$ cat src/rtl/mem_stage_if.sv
// Shared widths and the access-size type, plus the bundled port view of the memory stage.
// Latency: none, wiring only.
// Backpressure: carried by mem_stall_o (upstream hold) and dmem_ack_i (memory completion).
package params_pkg;
  localparam int DATA_WIDTH     = 32;
  localparam int ADDR_WIDTH     = 32;
  localparam int REGISTER_WIDTH = 5;

  typedef enum logic {
    BYTE = 1'b0,
    WORD = 1'b1
  } access_size_t;
endpackage

interface mem_stage_if #(
  parameter int DATA_WIDTH     = params_pkg::DATA_WIDTH,
  parameter int ADDR_WIDTH     = params_pkg::ADDR_WIDTH,
  parameter int REGISTER_WIDTH = params_pkg::REGISTER_WIDTH
);
  // execute-stage request
  logic                       mem_valid_i;
  logic                       mem_is_load_i;
  logic                       mem_is_store_i;
  logic                       mem_reg_wr_en_i;
  logic [REGISTER_WIDTH-1:0]  mem_wr_reg_i;
  logic [DATA_WIDTH-1:0]      mem_alu_result_i;
  logic [DATA_WIDTH-1:0]      mem_rs2_data_i;
  params_pkg::access_size_t   mem_access_size_i;
  logic                       mem_stall_o;

  // data memory request/acknowledge
  logic                       dmem_req_o;
  logic                       dmem_we_o;
  logic [ADDR_WIDTH-1:0]      dmem_addr_o;
  logic [DATA_WIDTH-1:0]      dmem_wdata_o;
  logic [DATA_WIDTH/8-1:0]    dmem_be_o;
  logic                       dmem_ack_i;
  logic [DATA_WIDTH-1:0]      dmem_rdata_i;

  // writeback result
  logic                       wb_valid_o;
  logic                       wb_reg_wr_en_o;
  logic [REGISTER_WIDTH-1:0]  wb_wr_reg_o;
  logic [DATA_WIDTH-1:0]      wb_data_o;

  // environment side: execute stage, data memory and register file
  modport master (
    output mem_valid_i, mem_is_load_i, mem_is_store_i, mem_reg_wr_en_i,
    output mem_wr_reg_i, mem_alu_result_i, mem_rs2_data_i, mem_access_size_i,
    input  mem_stall_o,
    input  dmem_req_o, dmem_we_o, dmem_addr_o, dmem_wdata_o, dmem_be_o,
    output dmem_ack_i, dmem_rdata_i,
    input  wb_valid_o, wb_reg_wr_en_o, wb_wr_reg_o, wb_data_o
  );

  // memory stage side
  modport slave (
    input  mem_valid_i, mem_is_load_i, mem_is_store_i, mem_reg_wr_en_i,
    input  mem_wr_reg_i, mem_alu_result_i, mem_rs2_data_i, mem_access_size_i,
    output mem_stall_o,
    output dmem_req_o, dmem_we_o, dmem_addr_o, dmem_wdata_o, dmem_be_o,
    input  dmem_ack_i, dmem_rdata_i,
    output wb_valid_o, wb_reg_wr_en_o, wb_wr_reg_o, wb_data_o
  );
endinterface

$ cat src/rtl/mem_stage.sv
// Memory-access stage: one load/store per request/acknowledge transaction, then a writeback pulse.
// Latency: k+1 cycles from accept to wb_valid_o when memory acks in the k-th request cycle.
// Backpressure: mem_stall_o holds the execute stage until the ack cycle; dmem_req_o held until ack.
module mem_stage #(
  parameter int DATA_WIDTH     = params_pkg::DATA_WIDTH,
  parameter int ADDR_WIDTH     = params_pkg::ADDR_WIDTH,
  parameter int REGISTER_WIDTH = params_pkg::REGISTER_WIDTH
) (
  input logic        clk_i,
  input logic        rst_i,
  mem_stage_if.slave bus
);
  import params_pkg::*;

  localparam int BE_WIDTH = DATA_WIDTH / 8;

  typedef enum logic {
    IDLE   = 1'b0,
    ACCESS = 1'b1
  } state_t;

  state_t state_q, state_d;

  logic accept;
  logic ack_seen;
  logic stall;

  // captured request; the memory-facing copies are built at capture time so the
  // dmem_* outputs come straight from flops
  logic                      req_q;
  logic                      we_q;
  logic [ADDR_WIDTH-1:0]     addr_q;
  logic [DATA_WIDTH-1:0]     wdata_q;
  logic [BE_WIDTH-1:0]       be_q;
  logic [1:0]                lane_q;
  logic                      is_word_q;
  logic                      reg_wr_en_q;
  logic [REGISTER_WIDTH-1:0] wr_reg_q;

  logic                      wb_valid_q;
  logic                      wb_reg_wr_en_q;
  logic [REGISTER_WIDTH-1:0] wb_wr_reg_q;
  logic [DATA_WIDTH-1:0]     wb_data_q;

  logic [7:0]                load_byte;
  logic [DATA_WIDTH-1:0]     load_data;

  // a valid instruction with neither flag set is not a memory op and is ignored
  assign accept   = bus.mem_valid_i & (bus.mem_is_load_i | bus.mem_is_store_i);
  // ack outside ACCESS carries no meaning
  assign ack_seen = (state_q == ACCESS) & bus.dmem_ack_i;

  // LB picks the addressed lane and sign-extends; misaligned word loads ignore addr[1:0]
  assign load_byte = bus.dmem_rdata_i[{lane_q, 3'b000} +: 8];
  assign load_data = is_word_q ? bus.dmem_rdata_i
                               : {{(DATA_WIDTH-8){load_byte[7]}}, load_byte};

  // state register
  always_ff @(posedge clk_i or negedge rst_i) begin
    if (!rst_i) state_q <= IDLE;
    else        state_q <= state_d;
  end

  // next state and stall; stall drops in the ack cycle so upstream advances on the same edge we return to IDLE
  always_comb begin
    state_d = state_q;
    stall   = 1'b0;
    case (state_q)
      IDLE: begin
        if (accept) begin
          state_d = ACCESS;
          stall   = 1'b1;
        end
      end
      ACCESS: begin
        if (bus.dmem_ack_i) state_d = IDLE;
        else                stall   = 1'b1;
      end
      default: state_d = IDLE;
    endcase
  end

  // capture the instruction on accept and hold the memory request until it is acknowledged
  always_ff @(posedge clk_i or negedge rst_i) begin
    if (!rst_i) begin
      req_q       <= 1'b0;
      we_q        <= 1'b0;
      addr_q      <= '0;
      wdata_q     <= '0;
      be_q        <= '0;
      lane_q      <= 2'b00;
      is_word_q   <= 1'b0;
      reg_wr_en_q <= 1'b0;
      wr_reg_q    <= '0;
    end else if ((state_q == IDLE) && accept) begin
      req_q       <= 1'b1;
      // both flags set resolves to a load
      we_q        <= ~bus.mem_is_load_i;
      addr_q      <= {bus.mem_alu_result_i[ADDR_WIDTH-1:2], 2'b00};
      lane_q      <= bus.mem_alu_result_i[1:0];
      is_word_q   <= (bus.mem_access_size_i == WORD);
      reg_wr_en_q <= bus.mem_reg_wr_en_i;
      wr_reg_q    <= bus.mem_wr_reg_i;
      if (bus.mem_access_size_i == WORD) begin
        be_q    <= '1;
        wdata_q <= bus.mem_rs2_data_i;
      end else begin
        be_q    <= BE_WIDTH'(1'b1) << bus.mem_alu_result_i[1:0];
        wdata_q <= {BE_WIDTH{bus.mem_rs2_data_i[7:0]}};
      end
    end else if (ack_seen) begin
      req_q <= 1'b0;
      we_q  <= 1'b0;
    end
  end

  // one-cycle writeback pulse loaded at the edge that ends the ack cycle
  always_ff @(posedge clk_i or negedge rst_i) begin
    if (!rst_i) begin
      wb_valid_q     <= 1'b0;
      wb_reg_wr_en_q <= 1'b0;
      wb_wr_reg_q    <= '0;
      wb_data_q      <= '0;
    end else begin
      wb_valid_q     <= ack_seen;
      wb_reg_wr_en_q <= ack_seen & ~we_q & reg_wr_en_q;
      if (ack_seen) begin
        wb_wr_reg_q <= wr_reg_q;
        wb_data_q   <= we_q ? '0 : load_data;
      end
    end
  end

  assign bus.mem_stall_o    = stall;
  assign bus.dmem_req_o     = req_q;
  assign bus.dmem_we_o      = we_q;
  assign bus.dmem_addr_o    = addr_q;
  assign bus.dmem_wdata_o   = wdata_q;
  assign bus.dmem_be_o      = be_q;
  assign bus.wb_valid_o     = wb_valid_q;
  assign bus.wb_reg_wr_en_o = wb_reg_wr_en_q;
  assign bus.wb_wr_reg_o    = wb_wr_reg_q;
  assign bus.wb_data_o      = wb_data_q;
endmodule

$ cat src/flat_wrapper.sv
// flat-port wrapper written by rule: the top's interface ports become plain ports
module mem_stage_flat import params_pkg::*;
#(
  parameter int DATA_WIDTH     = params_pkg::DATA_WIDTH,
  parameter int ADDR_WIDTH     = params_pkg::ADDR_WIDTH,
  parameter int REGISTER_WIDTH = params_pkg::REGISTER_WIDTH
)
  (clk_i, rst_i, bus_mem_valid_i, bus_mem_is_load_i, bus_mem_is_store_i, bus_mem_reg_wr_en_i, bus_mem_wr_reg_i, bus_mem_alu_result_i, bus_mem_rs2_data_i, bus_mem_access_size_i, bus_mem_stall_o, bus_dmem_req_o, bus_dmem_we_o, bus_dmem_addr_o, bus_dmem_wdata_o, bus_dmem_be_o, bus_dmem_ack_i, bus_dmem_rdata_i, bus_wb_valid_o, bus_wb_reg_wr_en_o, bus_wb_wr_reg_o, bus_wb_data_o);
  mem_stage_if #(.DATA_WIDTH(DATA_WIDTH), .ADDR_WIDTH(ADDR_WIDTH), .REGISTER_WIDTH(REGISTER_WIDTH)) bus_i ();
  input logic clk_i;
  input logic rst_i;
  input wire logic [$bits(bus_i.mem_valid_i)-1:0] bus_mem_valid_i;
  input wire logic [$bits(bus_i.mem_is_load_i)-1:0] bus_mem_is_load_i;
  input wire logic [$bits(bus_i.mem_is_store_i)-1:0] bus_mem_is_store_i;
  input wire logic [$bits(bus_i.mem_reg_wr_en_i)-1:0] bus_mem_reg_wr_en_i;
  input wire logic [$bits(bus_i.mem_wr_reg_i)-1:0] bus_mem_wr_reg_i;
  input wire logic [$bits(bus_i.mem_alu_result_i)-1:0] bus_mem_alu_result_i;
  input wire logic [$bits(bus_i.mem_rs2_data_i)-1:0] bus_mem_rs2_data_i;
  input wire logic [$bits(bus_i.mem_access_size_i)-1:0] bus_mem_access_size_i;
  output wire logic [$bits(bus_i.mem_stall_o)-1:0] bus_mem_stall_o;
  output wire logic [$bits(bus_i.dmem_req_o)-1:0] bus_dmem_req_o;
  output wire logic [$bits(bus_i.dmem_we_o)-1:0] bus_dmem_we_o;
  output wire logic [$bits(bus_i.dmem_addr_o)-1:0] bus_dmem_addr_o;
  output wire logic [$bits(bus_i.dmem_wdata_o)-1:0] bus_dmem_wdata_o;
  output wire logic [$bits(bus_i.dmem_be_o)-1:0] bus_dmem_be_o;
  input wire logic [$bits(bus_i.dmem_ack_i)-1:0] bus_dmem_ack_i;
  input wire logic [$bits(bus_i.dmem_rdata_i)-1:0] bus_dmem_rdata_i;
  output wire logic [$bits(bus_i.wb_valid_o)-1:0] bus_wb_valid_o;
  output wire logic [$bits(bus_i.wb_reg_wr_en_o)-1:0] bus_wb_reg_wr_en_o;
  output wire logic [$bits(bus_i.wb_wr_reg_o)-1:0] bus_wb_wr_reg_o;
  output wire logic [$bits(bus_i.wb_data_o)-1:0] bus_wb_data_o;
  assign bus_i.mem_valid_i = bus_mem_valid_i;
  assign bus_i.mem_is_load_i = bus_mem_is_load_i;
  assign bus_i.mem_is_store_i = bus_mem_is_store_i;
  assign bus_i.mem_reg_wr_en_i = bus_mem_reg_wr_en_i;
  assign bus_i.mem_wr_reg_i = bus_mem_wr_reg_i;
  assign bus_i.mem_alu_result_i = bus_mem_alu_result_i;
  assign bus_i.mem_rs2_data_i = bus_mem_rs2_data_i;
  assign bus_i.mem_access_size_i = bus_mem_access_size_i;
  assign bus_mem_stall_o = bus_i.mem_stall_o;
  assign bus_dmem_req_o = bus_i.dmem_req_o;
  assign bus_dmem_we_o = bus_i.dmem_we_o;
  assign bus_dmem_addr_o = bus_i.dmem_addr_o;
  assign bus_dmem_wdata_o = bus_i.dmem_wdata_o;
  assign bus_dmem_be_o = bus_i.dmem_be_o;
  assign bus_i.dmem_ack_i = bus_dmem_ack_i;
  assign bus_i.dmem_rdata_i = bus_dmem_rdata_i;
  assign bus_wb_valid_o = bus_i.wb_valid_o;
  assign bus_wb_reg_wr_en_o = bus_i.wb_reg_wr_en_o;
  assign bus_wb_wr_reg_o = bus_i.wb_wr_reg_o;
  assign bus_wb_data_o = bus_i.wb_data_o;
  mem_stage #(.DATA_WIDTH(DATA_WIDTH), .ADDR_WIDTH(ADDR_WIDTH), .REGISTER_WIDTH(REGISTER_WIDTH)) u_core (.clk_i(clk_i), .rst_i(rst_i), .bus(bus_i));
endmodule
$ cat config.mk
export PLATFORM = sky130hd
export DESIGN_NAME = mem_stage_flat
export DESIGN_NICKNAME = d
export VERILOG_FILES = /design/src/rtl/mem_stage_if.sv /design/src/rtl/mem_stage.sv /design/src/flat_wrapper.sv
export SDC_FILE = /design/constraint.sdc
export NUM_CORES = 1
export LEC_CHECK = 0
export CAP_MARGIN = 20
export CORE_ASPECT_RATIO = 1.1
export CORE_MARGIN = 4
export CORE_UTILIZATION = 40
export CTS_BUF_LIST = sky130_fd_sc_hd__clkbuf_4
export DETAILED_ROUTE_END_ITERATION = 6
export PLACE_DENSITY = 0.81
export SYNTH_ARGS = -nofsm -noshare
export SYNTH_HDL_FRONTEND = slang
export SYNTH_SLANG_ARGS = --single-unit
$ cat constraint.sdc
create_clock -name clk_i -period 1.4 [get_ports clk_i]
set_input_delay 0.14 -clock clk_i [delete_from_list [all_inputs] [get_ports clk_i]]
set_output_delay 0.14 -clock clk_i [all_outputs]
set_load 0.05 [all_outputs]
# Word level (Yosys, flattened, before mapping)
# Index checks and enable logic that the tools add are counted.
# totals
output_inout_bits,110
elab_cells,36
input_bits,109
regBits,117
# classes
shift,2
n_mux,10
bitwise,8
reduce_logical,2
# op_table
operator,count
$mux W32,3
$shiftx A32 B6 Y8,1
$mux W1,5
$and A1 B1 Y1,4
$mux W4,1
$shl A1 B2 Y4 const A,1
$not A1 Y1,3
$pmux W1 S2,1
$reduce_bool A2 Y1,1
$logic_and A1 B1 Y1,1
$or A1 B1 Y1,1

# Logic depth before layout (Yosys ltp)
# logic_depth
ltp_word,4
mapped_depth,6
mapped_depth_nobuf,4

# Worst setup path after synthesis
# OpenSTA, ideal clock, no wires.
# synth_path
kind,reg2reg
from,reg u_core.state_q
to,reg u_core.state_q
arrival_ps,1556
t_required_ps,1152
stages_incl_launch_ff,3
period_less_slack_ps,1804
n_path_buf,0
path_slack_ps,-404
path_cell_list,dfrtp_1 > inv_1 > o21ai_0
# synth_between
elab_chain_len,2
# synth_lines
item,line,rtl
start: declaration,mem_stage.sv:22,"state_t state_q, state_d;"
start signal: assignment,mem_stage.sv:61,else state_q <= state_d;
$not A1 Y1,-,
$pmux W1 S2 *,-,
net bus_mem_stall_o,flat_wrapper.sv:20,output wire logic [$bits(bus_i.mem_stall_o)-1:0] bus_mem_stall_o;
# Mark *: on every way through the listed nets, which the timed path passes. The rest lies on a longest branch.
# A chain may end at the register's enable or synchronous reset.

# Final worst setup path
# layout_path
from,reg u_core.state_q
to,out bus_mem_stall_o
# layout_between
elab_chain_len,2
# layout_lines
item,line,rtl
$not A1 Y1,mem_stage.sv:68,case (state_q)
$pmux W1 S2 *,mem_stage.sv:68,
end: declaration,flat_wrapper.sv:20,
# Mark *: on every way between the ends. The rest lies on a longest branch, timed or not.

==> implementation parameters <==
Parameter                              Value

Run status
  Status ... finished with violations
  Violations in the final reports ... negative setup slack

Power and ir drop
  Largest voltage drop on the vdd net ... 0.00131 V
  Clock share of power ... 0.150
  Switching power of the nets ... 0.00713 W
  Switching share of total power ... 0.442
  Relative contribution of combinational cells to total power ... 0.534
  Power per unit of standard cell area ... 1910 nW/um^2
  Share of total power in sequential cells ... 0.316
  LEAKAGE ... 3.90 nW
  Internal cell power ... approximately 0.0090 W

Floorplan
  Full die area ... 14600 sq um
  Starting density of the core ... 0.416
  Ports placed on the boundary ... around 220
  DIE HEIGHT ... ~130 um
  Overall die width ... 116 um
  # rows ... between 40 and 50
  Core region area ... 12200 sq um

STA
  Final critical-path share of the clock period ... 1.15
  Worst clock skew on the final layout ... 0.0141 ns
  Unrepaired setup endpoints after global routing ... true
  Worst hold slack ... 0.172 ns
  Final worst-path setup slack ... -0.209 ns
  Number of max-slew violations in the final report ... 0
  Final Hold Fails ... 0
  Final setup violation count ... 78
  Highest clock frequency the design can meet ... 621 MHz
  Min cycle time layout ... roughly 1.6 ns

Route
  Total via count after detailed routing ... between 4k and 5k
  1st-pass router iterations ... 4
  DRC viols ... 0
  Antenna-violating nets left ... 0
  Post-Route WL ... 16000 um
  Detail-routed via count per cell ... between 5 and 6
  First DRT Iteration DRCs ... 283
  WL per Instance ... approximately 18 um

CTS
  Num Clock Sinks ... roughly 120
  CTS clock-pin slew for the worst setup and hold paths ... 0.11 ns
  Clock Latency Late Sink ... around 0.5 ns
  CTS HTree Levels ... 4
  CTS tree ... done
  Total clock buffers created by CTS ... 17
  Longest Clk Path Bufs ... 2
  Clock root cell ... clkbuf_4

Hold path
  Classification of the worst-slack hold path ... primary input to asynchronous set/reset pin

Critical path
  FF-to-FF End ... u_core.bus.wb_data_o[29]$_DFFE_PN0P_
  Reg-to-reg slack, setup ... -0.14 ns
  Endpoint required time on the critical path ... 1.26 ns
  Crit path launch type ... flop
  Depth of the worst register-to-register path ... 8
  CP Capture Type ... output port
  Worst Path Max Fanout ... 2
  Startpoint of the worst register-to-register path ... u_core.state_q$_DFF_PN0_
  Path type of the worst setup path ... flop to output port
  Signal arrival time at the worst endpoint ... 1.47 ns

Yosys
  Mux contribution to synthesized area ... 0.175
  Simple logic cell fraction of the synthesized area ... 0.104
  Synth warnings ... 0
  Portion of the post-synthesis area used by sequential elements ... 0.575
  Top cells by area, synth ... dfrtp_1 58%, mux2_2 17%, nand2_1 5.4%
  Area share of the largest cell type after synthesis ... 0.575
  Async set-reset flop share out of synthesis ... 1.00
  Complex-gate fraction of the synthesized area ... 0.107
  Number of enable flip-flop cells after synthesis ... 0
  Gate count after technology mapping ... 445
  Avg Synthesized Cell Area ... 11.4 sq um
  Library cell with the largest summed area after synthesis ... dfrtp_1
  Primary flip-flop cell chosen by synthesis mapping ... dfrtp_1
  Count of distinct cell types in the synthesized netlist ... 30
  Count of state elements after synthesis ... 117
  Most used standard cell by instance count after synthesis ... dfrtp_1
  Total standard cell area after synthesis ... between 5000 and 6000 sq um
  Share of the synthesized netlist area taken by xor and xnor gates ... 0
  List of most frequent post-synthesis cells ... 117 x dfrtp_1, 75 x mux2_2, 73 x nand2_1
  Main combinational cell family by area after synthesis ... multiplexers
  Synth Area in Adders ... 0

GRT
  Via count of the first global-routing pass ... roughly 4.9k
  Number of antenna violations at the first check in global routing ... 0
  Gr usage total ... 0.212
  Global-route wire length before repair ... 24300 um
  Overflow left after global routing ... 0
  Maximum number of pins on one net before global-route repair ... 50

Placed design
  Number of port buffers ... 216
  RD Place Congestion ... 0.815
  DP Cell Count ... between 800 and 900
  Post-Place Setup Slack ... -0.309 ns
  Detail Placement HPWL ... 11000 um

Final layout
  Count of inserted antenna diode cells ... 0
  Final layout net count ... 813
  Layout Area Growth over Synthesis ... 65.9%
  Fraction of layout cells with a size suffix above 1 ... 0.431
  Area taken by flip-flops and latches ... 2930 sq um
  Final standard cell count with taps included and fillers excluded ... 869
  Area occupied by multi-input gates ... around 2200 sq um
  Post-Route Utilization ... 0.690
  Fillers ... roughly 850

Job
  Maximum Capacitance Violations ... 0
## critical path, stage by stage, from the launching register on
cell and delay, ns:
dfrtp_1 0.42, inv_2 0.10, o211ai_4 0.09, buf_12 0.14, o21ai_4 0.06, buf_6 0.18
## worst max path at each step
| stage | from | to | slack [ns] |
|---|---|---|---|
| 2_1_floorplan | u_core.bus.dmem_we_o$_DFFE_PN0P_ | u_core.bus.wb_data_o[6]$_DFFE_PN0P_ | 0.02 |
| 3_3_place_gp | bus_mem_is_store_i | u_core.bus.dmem_wdata_o[4]$_DFFE_PN0P_ | -0.26 |
| 3_5_place_dp | bus_mem_is_store_i | u_core.bus.dmem_wdata_o[28]$_DFFE_PN0P_ | -0.31 |
| 4_1_cts | u_core.state_q$_DFF_PN0_ | bus_mem_stall_o | -0.21 |
| 5_1_grt | u_core.state_q$_DFF_PN0_ | bus_mem_stall_o | -0.32 |
| 6_report | u_core.state_q$_DFF_PN0_ | bus_mem_stall_o | -0.21 |
## power groups by stage
stage / Combinational, W / Sequential (W) / Clock (W)
3_5_place_dp: 0.00800 / 0.00514 / 0
4_1_cts: 0.00837 / 0.00509 / 0.00249
2_1_floorplan: 0.00152 / 0.00819 / 0
3_3_place_gp: 0.00788 / 0.00508 / 0
5_1_grt: 0.00897 / 0.00522 / 0.00270
6_report: 0.00862 / 0.00510 / 0.00242
## cells in the final DEF (no fill, tap or decap), drive strengths merged, types with 2 or more instances in the layout
cell type      instances
a21oi                 53
and2b                  7
and3                   6
buf                  159
bufinv                 3
clkbuf                20
clkdlybuf4s50        107
clkinv                 6
clkinvlp               3
conb                   2
dfrtp                117
dlygate4sd3            2
inv                    5
mux2                  76
mux2i                  3
nand2                 73
nand2b                 9
nor2b                  6
nor4                   6
o21ai                 39
o21bai                 3
## final cells by class
type	count	area share
Sequential cell	117	0.347
Timing Repair Buffer	270	0.337
Multi-Input combinational cell	293	0.259
Tap cell	154	0.0228
Clock inverter	12	0.0164
Clock buffer	18	0.0160
Inverter	5	0.00222
## state kept, by name, summed over array words and instances, names as in the netlist, 2 cells and up
register and count:
u_core.bus.dmem_addr_o 30, u_core.bus.dmem_be_o 4, u_core.bus.dmem_wdata_o 32, u_core.bus.wb_data_o 32, u_core.bus.wb_wr_reg_o 5, u_core.lane_q 2
u_core.wr_reg_q 5
## metrics by stage
step | cell area, sq um | total power [W] | TNS, ns
finish | 8440 | 0.0161 | -4.15
global route | 8440 | 0.0169 | -8.25
CTS | 8230 | 0.0159 | -4.46
detailed placement | 7680 | 0.0131 | -23.03
global placement | 7680 | 0.0130 | -19.14
floorplan | 5100 | 0.00971 | 0
## repair_timing
action                                  4_1_cts  5_1_grt
endpoints found under the hold margin       117        0
endpoints found under the setup margin       32      104
setup buffers                                 5        5
hold buffers                                  2        0
resized for setup                            47       43
pin swaps                                     1        5
gates cloned                                  3        3
## metal layers
metal  GRT usage  wire length, um  vias to the layer above
met4      0.0801              443                        0
met1       0.248             5960                     2178
met3      0.0767             1530                       44
met2       0.356             8050                      248
li1            -                -                     2059
met5           0                0                        -
## cell families after synthesis
kind of cell	after synthesis
simple gates	112
mux	79
other cells	1
buf+inv	36
flops	117
compound gates	100
Note: power is estimated with default switching activity, not from simulation.
